===== src/rtl/seq_pkg.sv =====
// Shared types and constants for the program sequencer: FSM states, program count
// and the table of core entry addresses launched in order.
package seq_pkg;

  typedef enum logic [2:0] {
    ST_IDLE,
    ST_LAUNCH,
    ST_RUN,
    ST_RECORD,
    ST_DONE
  } seq_state_t;

  localparam int NUM_PROG = 3;
  localparam int START_W  = 16;

  localparam logic [START_W-1:0] PROG_START [NUM_PROG] = '{16'h0040, 16'h0120, 16'h0200};

  // Unlisted program slots launch from address zero.
  function automatic logic [START_W-1:0] prog_start(input logic [1:0] idx);
    if (int'(idx) < NUM_PROG) return PROG_START[idx];
    return '0;
  endfunction

endpackage


===== src/rtl/program_sequencer_if.sv =====
// Sequencer-to-core control link: core reset, core start address and the core halt flag.
interface program_sequencer_if #(
  parameter int PC_W = 10
);
  logic            core_rst;
  logic [PC_W-1:0] core_pc_init;
  logic            core_done;

  modport master (output core_rst, output core_pc_init, input core_done);
  modport slave  (input core_rst, input core_pc_init, output core_done);
endinterface


===== src/rtl/cycle_counter.sv =====
// Run-cycle counter with synchronous clear (priority over enable) that sticks at all-ones
// instead of wrapping.
module cycle_counter #(
  parameter int CYC_W = 16
) (
  input  logic             clk,
  input  logic             reset,
  input  logic             en,
  input  logic             clr,
  output logic [CYC_W-1:0] count
);

  always_ff @(posedge clk or negedge reset) begin
    if (!reset) begin
      count <= '0;
    end else if (clr) begin
      count <= '0;
    end else if (en && (count != '1)) begin
      count <= count + CYC_W'(1);
    end
  end

endmodule


===== src/rtl/program_sequencer.sv =====
// Runs NUM_PROG core programs back-to-back, holding the core in reset between launches
// and recording how many cycles each program ran (or flagging a timeout).
module program_sequencer
  import seq_pkg::*;
#(
  parameter int          NUM_PROG = seq_pkg::NUM_PROG,
  parameter int          PC_W     = 10,
  parameter int          CYC_W    = 16,
  parameter int unsigned TIMEOUT  = 32'h0000FFF0,
  parameter int          RST_CYC  = 2
) (
  input  logic                 clk,
  input  logic                 reset,
  input  logic                 start,
  program_sequencer_if.master  core,
  output logic [1:0]           prog_idx,
  output logic                 busy,
  output logic                 done,
  input  logic [1:0]           cyc_sel,
  output logic [CYC_W-1:0]     cyc_out,
  output logic [NUM_PROG-1:0]  timeout_flags
);

  localparam int LW = (RST_CYC > 1) ? $clog2(RST_CYC) : 1;

  seq_state_t       state;
  logic [LW-1:0]    launch_cnt;
  logic [CYC_W-1:0] counts [NUM_PROG];
  logic [CYC_W-1:0] run_count;
  logic             first_run;
  logic             hit_timeout;
  logic             last_prog;

  cycle_counter #(.CYC_W(CYC_W)) u_run_counter (
    .clk   (clk),
    .reset (reset),
    .en    (state == ST_RUN),
    .clr   (state != ST_RUN),
    .count (run_count)
  );

  // The counter is zero only on the first RUN cycle, where a stale halt must be ignored.
  assign first_run   = (run_count == '0);
  assign hit_timeout = (64'(run_count) + 64'd1) >= 64'(TIMEOUT);
  assign last_prog   = (prog_idx == 2'(NUM_PROG - 1));

  always_ff @(posedge clk or negedge reset) begin
    if (!reset) begin
      state             <= ST_IDLE;
      prog_idx          <= '0;
      launch_cnt        <= '0;
      core.core_rst     <= 1'b1;
      core.core_pc_init <= '0;
      busy              <= 1'b0;
      done              <= 1'b0;
      timeout_flags     <= '0;
      for (int i = 0; i < NUM_PROG; i++) counts[i] <= '0;
    end else begin
      case (state)
        ST_IDLE, ST_DONE: begin
          if (start) begin
            state             <= ST_LAUNCH;
            prog_idx          <= '0;
            launch_cnt        <= '0;
            core.core_pc_init <= PC_W'(prog_start(2'd0));
            busy              <= 1'b1;
            done              <= 1'b0;
            timeout_flags     <= '0;
            for (int i = 0; i < NUM_PROG; i++) counts[i] <= '0;
          end
        end
        ST_LAUNCH: begin
          if (launch_cnt == LW'(RST_CYC - 1)) begin
            state         <= ST_RUN;
            core.core_rst <= 1'b0;
          end else begin
            launch_cnt <= launch_cnt + LW'(1);
          end
        end
        ST_RUN: begin
          if (core.core_done && !first_run) begin
            state         <= ST_RECORD;
            core.core_rst <= 1'b1;
          end else if (hit_timeout) begin
            state                   <= ST_RECORD;
            core.core_rst           <= 1'b1;
            timeout_flags[prog_idx] <= 1'b1;
          end
        end
        ST_RECORD: begin
          counts[prog_idx] <= run_count;
          if (last_prog) begin
            state <= ST_DONE;
            busy  <= 1'b0;
            done  <= 1'b1;
          end else begin
            state             <= ST_LAUNCH;
            prog_idx          <= prog_idx + 2'd1;
            launch_cnt        <= '0;
            core.core_pc_init <= PC_W'(prog_start(prog_idx + 2'd1));
          end
        end
        default: state <= ST_IDLE;
      endcase
    end
  end

  always_comb begin
    cyc_out = '0;
    if (int'(cyc_sel) < NUM_PROG) cyc_out = counts[cyc_sel];
  end

endmodule

===== src/flat_wrapper.sv =====
// flat-port wrapper written by rule: the top's interface ports become plain ports
module program_sequencer_flat import seq_pkg::*;
#(
  parameter int          NUM_PROG = seq_pkg::NUM_PROG,
  parameter int          PC_W     = 10,
  parameter int          CYC_W    = 16,
  parameter int unsigned TIMEOUT  = 32'h0000FFF0,
  parameter int          RST_CYC  = 2
)
  (clk, reset, start, prog_idx, busy, done, cyc_sel, cyc_out, timeout_flags, core_core_rst, core_core_pc_init, core_core_done);
  program_sequencer_if #(.PC_W(PC_W)) core_i ();
  input  logic clk;
  input  logic reset;
  input  logic start;
  output logic [1:0] prog_idx;
  output logic busy;
  output logic done;
  input  logic [1:0] cyc_sel;
  output logic [CYC_W-1:0] cyc_out;
  output logic [NUM_PROG-1:0] timeout_flags;
  output wire logic [$bits(core_i.core_rst)-1:0] core_core_rst;
  output wire logic [$bits(core_i.core_pc_init)-1:0] core_core_pc_init;
  input wire logic [$bits(core_i.core_done)-1:0] core_core_done;
  assign core_core_rst = core_i.core_rst;
  assign core_core_pc_init = core_i.core_pc_init;
  assign core_i.core_done = core_core_done;
  program_sequencer #(.NUM_PROG(NUM_PROG), .PC_W(PC_W), .CYC_W(CYC_W), .TIMEOUT(TIMEOUT), .RST_CYC(RST_CYC)) u_core (.clk(clk), .reset(reset), .start(start), .core(core_i), .prog_idx(prog_idx), .busy(busy), .done(done), .cyc_sel(cyc_sel), .cyc_out(cyc_out), .timeout_flags(timeout_flags));
endmodule

===== config.mk =====
export PLATFORM = sky130hd
export DESIGN_NAME = program_sequencer_flat
export DESIGN_NICKNAME = d
export VERILOG_FILES = /design/src/rtl/seq_pkg.sv /design/src/rtl/program_sequencer_if.sv /design/src/rtl/cycle_counter.sv /design/src/rtl/program_sequencer.sv /design/src/flat_wrapper.sv
export SDC_FILE = /design/constraint.sdc
export NUM_CORES = 1
export LEC_CHECK = 0
export CORE_UTILIZATION = 25
export DETAILED_ROUTE_END_ITERATION = 12
export SETUP_SLACK_MARGIN = 0.3
export SLEW_MARGIN = 20
export SYNTH_ARGS = -nofsm -noshare
export SYNTH_HDL_FRONTEND = slang
export SYNTH_SLANG_ARGS = --single-unit

===== constraint.sdc =====
create_clock -name clk -period 1.8 [get_ports clk]
set_clock_uncertainty 0.1 [all_clocks]
set_input_delay 0.18 -clock clk [delete_from_list [all_inputs] [get_ports clk]]
set_output_delay 0.18 -clock clk [all_outputs]
set_load 0.01 [all_outputs]

==> metrics, run 1 <==
element type at the critical path end flop; clk buf depth 2; failing checks negative setup slack; crit-path cells ha_4 -> and4_4 -> nand4_1 -> buf_4 -> o32ai_4 -> nor2_1 -> a211oi_2; die height 131 microns; Worst-Skew Late Latency 0.34 ns; Area Overhead vs Synth 41.9%; slowest CP cell dfrtp_2; Max Freq 535 MHz; first-iteration detailed-routing DRC count 238; Worst Path Arrival 2.02 ns; clock root cell clkbuf_16; max incr delay on CP 0.40 ns; Nets 586; Simple-Gate Fraction of Synth Area 0.272; Via density 4.74; vias in the first global route 3669; peak supply drop 0.429 mV; initial antenna violation count 0; post-route insts no fill 792; yosys synthesis warning count 0; die area 17200 sq um; compound-gate portion of the synthesized area 0.101; crit path launch type flop; CTS Sinks 79; Avg Inst Size Synth 8.72 sq um; layout cell share with drive strength beyond 1 0.344; vias 3754; Seq. cell area 1990 sq um; Final Wtd Congestion 0.808; Critical Path RT 1.95 ns; post-route ant nets 0; EDFF count, synth 0; Top FF cell, synth dfrtp_1; RSZ-0062 raised after global routing true; min Tclk post-route 1.87 ns; CTS Buf Count 9; fillers 1570; Leak 2.87 nW; grt total ovfl 0; post-layout total power 5.55 mW; clk slew on worst S/H paths 0.06 ns; largest net degree at the start of global routing 80; WL final 11700 microns; Largest delay share family, worst path simple AND/OR/NAND/NOR gates; Setup crit start u_core.u_run_counter.count[1]; first-pass GRT wire length 19000 microns; FFs w/ async S/R, synth 1.00; DRC viols 0; flops & latches, synth 79; gr usage total 0.137; HP Class input pin to async pin; XOR/XNOR Fraction of Synth Area 0.0288; Slew Limit Fails 0; placed instance area 5230 sq um; Final Hold Viols 0; WP buf/inv 1; Final WS setup -0.0702 ns; Core Footprint 16100 sq um; Crit Path Class flop to flop; final worst path period share 1.04; Max Cap Viol 0; largest family of logic cells by synthesized area simple AND/OR/NAND/NOR gates; H-tree levels 3; Finish-stage setup viols 6; router iterations before antenna repair 4; standard-cell rows 46; n_diodes 0; half-perimeter wire length after placement 7600 microns; port bufs 33; placed instance count 752; R2R Path Start u_core.u_run_counter.count[1]; outcome finished, violations left; Seq/Total Area, Yosys 0.474; Adder-Cell Fraction of Synth Area 0.0240; number of I/O pins 40; multi-input logic area 2350 sq um; multiplexer share of the synthesized area 0.0408; power per cell area 938 nW/um^2; Cell Area, Synth 4170 sq um; Initial Utilization 0.260; wire per inst 14.7 microns; final instance area 5920 sq um; Yosys cell types 55; Die W 131 microns; critical path peak fanout 3; CTS tree built; Gate Count Post-Synth 478; Hold Slack 0.303 ns
[layout by cell type, fill, tap and decap left out, types with 6 or more instances in the layout]
master	netlist	final
dlygate4sd2_1	0	11
buf_4	8	71
a21oi_2	0	9
nand2_1	115	109
clkbuf_16	0	9
buf_6	0	13
nor2_2	1	6
buf_2	9	6
o21ai_0	31	27
mux2i_1	17	17
nand3_1	56	54
clkbuf_2	0	10
nor2_1	18	12
nand4_1	7	7
inv_1	10	7
a21oi_1	18	9
dfrtp_2	0	9
xor2_1	6	6
conb_1	1	6
dfrtp_1	78	69
[flip-flops by register name, indices dropped and copies added, names as in the netlist]
signal / cells
u_core.busy: 1
u_core.state: 3
u_core.done: 1
u_core.timeout_flags: 3
u_core.counts: 48
u_core.prog_idx: 2
u_core.core.core_pc_init: 3
u_core.u_run_counter.count: 16
u_core.core.core_rst: 1
u_core.launch_cnt: 1
[synthesized netlist by cell type (2+ instances only)]
library cell  instances  share of area
a21oi_1              18          0.022
clkbuf_1             25          0.023
nor2b_1               3         0.0045
inv_1                10         0.0090
nor2_1               18          0.016
nor4_1                2         0.0030
nand2b_1              6         0.0090
nand4b_1              2         0.0042
ha_1                  8          0.024
dfrtp_1              78           0.47
o31ai_1               2         0.0036
nor3_1                4         0.0048
buf_4                 8          0.014
nor4_2                3         0.0090
a22oi_1               3         0.0054
buf_2                 9          0.011
and4_1                2         0.0042
nand2_1             115           0.10
xnor2_1               4         0.0084
a211oi_1              2         0.0036
mux2i_1              17          0.041
nand3_1              56          0.067
xor2_2                2         0.0078
xor2_1                6          0.013
o21ai_1               4         0.0048
or2_2                 2         0.0030
o21ai_0              31          0.037
and3_1                4         0.0060
buf_1                 2         0.0018
nand4_1               7          0.011
[logic make-up (layout without fill, tap and decap cells)]
kind of cell / after synthesis / in the layout
other: 1 / 6
AND/OR/NAND/NOR: 236 / 238
adder cells (fa/ha/maj): 8 / 8
buffers and inverters: 54 / 145
flip-flops: 79 / 79
XOR/XNOR: 12 / 12
multiplexers: 17 / 17
AO/OA/AOI/OAI: 71 / 71
[path summary, 6_finish.rpt]
check                                       end  slack, ns  depth (start not counted)
max                             u_core.state[0]      -0.07                          7
min                                 u_core.done       0.30                          3
max reg2reg                     u_core.state[0]      -0.07                          7
min reg2reg                         u_core.done       0.37                          2
max in group asynchronous  u_core.core.core_rst       0.91                          3
min in group clk                    u_core.done       0.37                          2
[per-layer routing]
| metal | GRT usage | wire, microns | part of all wire | up-vias |
|---|---|---|---|---|
| met5 | 0 | 0 | 0 | - |
| met4 | 0.0327 | 99 | 0.0085 | 0 |
| met3 | 0.0309 | 480 | 0.041 | 9 |
| met2 | 0.234 | 5790 | 0.50 | 60 |
| met1 | 0.175 | 5310 | 0.45 | 1885 |
| li1 | - | - | - | 1800 |
[worst register-to-register path, cell delays in order, from the launching register on]
cell and delay [ns]:
dfrtp_2 0.40, ha_4 0.15, and4_4 0.21, nand4_1 0.21, buf_4 0.22, o32ai_4 0.22, nor2_1 0.08, a211oi_2 0.20
[through the flow]
stage                util  worst slack, ns  TNS (ns)
global route        0.369           -0.130    -0.798
finish              0.369          -0.0702    -0.166
CTS                 0.365          -0.0702    -0.246
detailed placement  0.326           -0.273     -6.01
global placement    0.326           -0.299     -5.06
floorplan               -           0.0367         0
[final cells by class]
type / count / area share
multi-input combinational: 352 / 0.398
tap: 216 / 0.0457
sequential: 79 / 0.336
timing repair buffer: 120 / 0.164
clock buffer: 12 / 0.0433
clock inverter: 3 / 0.00719
inverter: 10 / 0.00634
[repair_timing]
action | CTS | global route
setup endpoints to repair | 98 | 92
cloned | 2 | 2
gates resized for setup | 110 | 37
hold endpoints to repair | 78 | 0
pin swaps | 16 | 18
hold buffers | 1 | 0
setup buffers | 15 | 5
[power breakdown]
| group | switching, mW | total, mW | internal, mW | leakage (nW) |
|---|---|---|---|---|
| registers | 0.127 | 2.05 | 1.92 | 1.07 |
| clock network | 0.703 | 1.84 | 1.14 | 0.145 |
| logic | 0.998 | 1.66 | 0.662 | 1.66 |
| total | 1.83 | 5.55 | 3.72 | 2.87 |
No activity file was read; power rests on OpenSTA's default activity.
==> run 2, diff against run 1 <==
CAP_MARGIN = 20   (was not set)
CORE_UTILIZATION = 45   (was 25)
PLACE_DENSITY = 0.68   (was not set)
==> metrics, run 2 (synthesis results as in run 1) <==
clock root cell clkbuf_8; crit path capture u_core.state[0]; Clk network pwr share 0.286 (-0.046); H-tree levels 3 (unchanged); R2R depth 6 (-1); Nets 589 (+0.51%); most common cell after layout, fill and taps aside nand2_1; R2R Path Start u_core.u_run_counter.count[1]; P_int 3.34 mW (-10%); clk buf depth 2 (unchanged); half-perimeter wire length after placement 7040 microns (-7.5%); router iterations before antenna repair 8 (+4); CTS Sinks 79 (unchanged); Final WS setup -0.0850 ns (-0.0148 ns); final worst path period share 1.05 (+0.00824); HP Class input pin to async pin; Crit Path Class flop to flop; clk slew on worst S/H paths 0.09 ns (+0.03 ns); vias 3759 (+0.13%); max reg flops 48 (unchanged); slowest CP cell dfrtp_2; peak supply drop 0.902 mV (+110%); die area 9660 sq um (-44%); post-route insts no fill 688 (-13%); worst r2r dst u_core.state[0]; layout cell share with drive strength beyond 1 0.355 (+0.0114); most frequent cells in the layout nand2_1 (111), buf_4 (71), dfrtp_1 (65); Final Wtd Congestion 0.916 (+13%); element type at the critical path end flop; GRT busiest layer met2; Die W 98.3 microns (-25%); switching power 1.78 mW (-2.4%); final instance area 5750 sq um (-2.9%); outcome finished, violations left; vias in the first global route 3663 (-0.16%); port bufs 33 (unchanged); Worst Path Arrival 2.05 ns (+0.03 ns); max incr delay on CP 0.41 ns (about the same); failing checks design-rule violations, negative setup slack; first-pass GRT wire length 17800 microns (-6.1%); Reg2Reg Setup Slack -0.09 ns (about the same); first-iteration detailed-routing DRC count 168 (-29%); min Tclk post-route 1.89 ns (+0.0148 ns); Max Freq 531 MHz (-0.79%); n_diodes 0 (unchanged); CTS tree built; DRC viols 2 (+2); standard-cell rows 34 (-26%); critical path peak fanout 5 (+2); Top Registers u_core.counts x48, u_core.u_run_counter.count x16; Slew Limit Fails 0 (unchanged); Switching Fraction 0.348 (+0.0187); Largest Register u_core.counts; die height 98.3 microns (-25%); power per cell area 892 nW/um^2 (-4.9%); met1 GRT Util 0.306 (+0.131); Comb power frac 0.313 (+0.014); RSZ-0062 raised after global routing true; Worst-Skew Late Latency 0.35 ns (about the same); WL final 11100 microns (-5.1%); Area Overhead vs Synth 37.9%; Setup crit start u_core.u_run_counter.count[1]; placed instance count 640 (-15%); number of I/O pins 40 (unchanged); post-layout total power 5.13 mW (-7.6%); M2 GR Usage 0.399 (+0.165); Max Cap Viol 0 (unchanged); Via density 5.46 (+15%); Final Hold Viols 0 (unchanged); CTS Buf Count 9 (unchanged); Initial Utilization 0.471 (+0.212); grt total ovfl 0 (unchanged); crit path launch type flop; Core Footprint 8850 sq um (-45%); post-route ant nets 0 (unchanged); placed instance area 5100 sq um (-2.4%); wire per inst 16.1 microns (+9.2%); gr usage total 0.236 (+0.0992); Reg power frac 0.401 (+0.032); largest net degree at the start of global routing 64 (-20%); met3 usage 0.0408 (+0.00994); Leak 2.86 nW (-0.16%); initial antenna violation count 0 (unchanged); Critical Path RT 1.96 ns (about the same); crit-path cells ha_4 -> and4_4 -> nand4_1 -> xnor2_2 -> o2111ai_4 -> a211oi_2; Finish-stage setup viols 6 (unchanged)
==> run 2: cell count changes in the layout (fill, tap and decap cells not counted), moves of 4 or more <==
cell,previous run,this run
buf_12,2,6
clkbuf_16,9,0
clkbuf_8,2,9
dfrtp_1,69,65
dfrtp_2,9,13
==> run 2: worst min path at each step <==
stage / end / slack, ns / depth (start not counted)
floorplan: u_core.busy / -0.22 / 0
global placement: u_core.core.core_pc_init[9] / -0.03 / 1
detailed placement: u_core.core.core_pc_init[8] / -0.03 / 1
CTS: u_core.prog_idx[1] / 0.14 / 2
global route: u_core.prog_idx[1] / 0.17 / 2
finish: u_core.core.core_pc_init[9] / 0.15 / 2
==> run 2: power by group through the flow <==
stage                     Sequential (mW)  Combinational (mW)  Clock [mW]
after global routing                 2.07                1.75        1.58
after floorplan                      2.11               0.849           0
final                                2.06                1.61        1.47
after CTS                            2.05                1.50        1.49
after global placement               2.08                1.42           0
after detailed placement             2.09                1.46           0
==> run 2: worst max-delay path: cells and delay by family (launching register included) <==
family	cells	cell delay (ns)
flip-flops	1	0.41
XOR/XNOR	1	0.27
adder cells (fa/ha/maj)	1	0.17
AO/OA/AOI/OAI	2	0.42
AND/OR/NAND/NOR	2	0.43
==> run 2: final cells by class <==
| cell class | instances | area [sq um] |
|---|---|---|
| timing repair buffer | 123 | 1030 |
| inverter | 10 | 37.5 |
| fill | 742 | 3100 |
| clock inverter | 7 | 96.3 |
| sequential | 79 | 1990 |
| clock buffer | 9 | 124 |
| tap | 108 | 135 |
| multi-input combinational | 352 | 2330 |
==> run 2: stage by stage <==
| stage | hold slack (ns) | setup slack, ns | setup TNS (ns) | utilization |
|---|---|---|---|---|
| 6_report | 0.147 | -0.0850 | -0.151 | 0.650 |
| 3_5_place_dp | -0.0309 | -0.265 | -4.53 | 0.576 |
| 3_3_place_gp | -0.0348 | -0.248 | -4.03 | 0.576 |
| 2_1_floorplan | -0.216 | 0.0367 | 0 | - |
| 5_1_grt | 0.169 | -0.190 | -0.793 | 0.650 |
| 4_1_cts | 0.143 | -0.0693 | -0.113 | 0.641 |
==> run 2: timing repair <==
item	in CTS	in global routing
cloned	2	1
setup buffers	22	6
pin swaps	20	7
hold endpoints to repair	79	0
endpoints found under the setup margin	93	86
hold buffers	1	0
resized for setup	115	33
==> run 2: layer usage <==
| metal | vias up | part of all wire |
|---|---|---|
| met4 | 0 | 0.0099 |
| met3 | 15 | 0.054 |
| li1 | 1806 | - |
| met1 | 1844 | 0.44 |
| met5 | - | 0 |
| met2 | 94 | 0.49 |
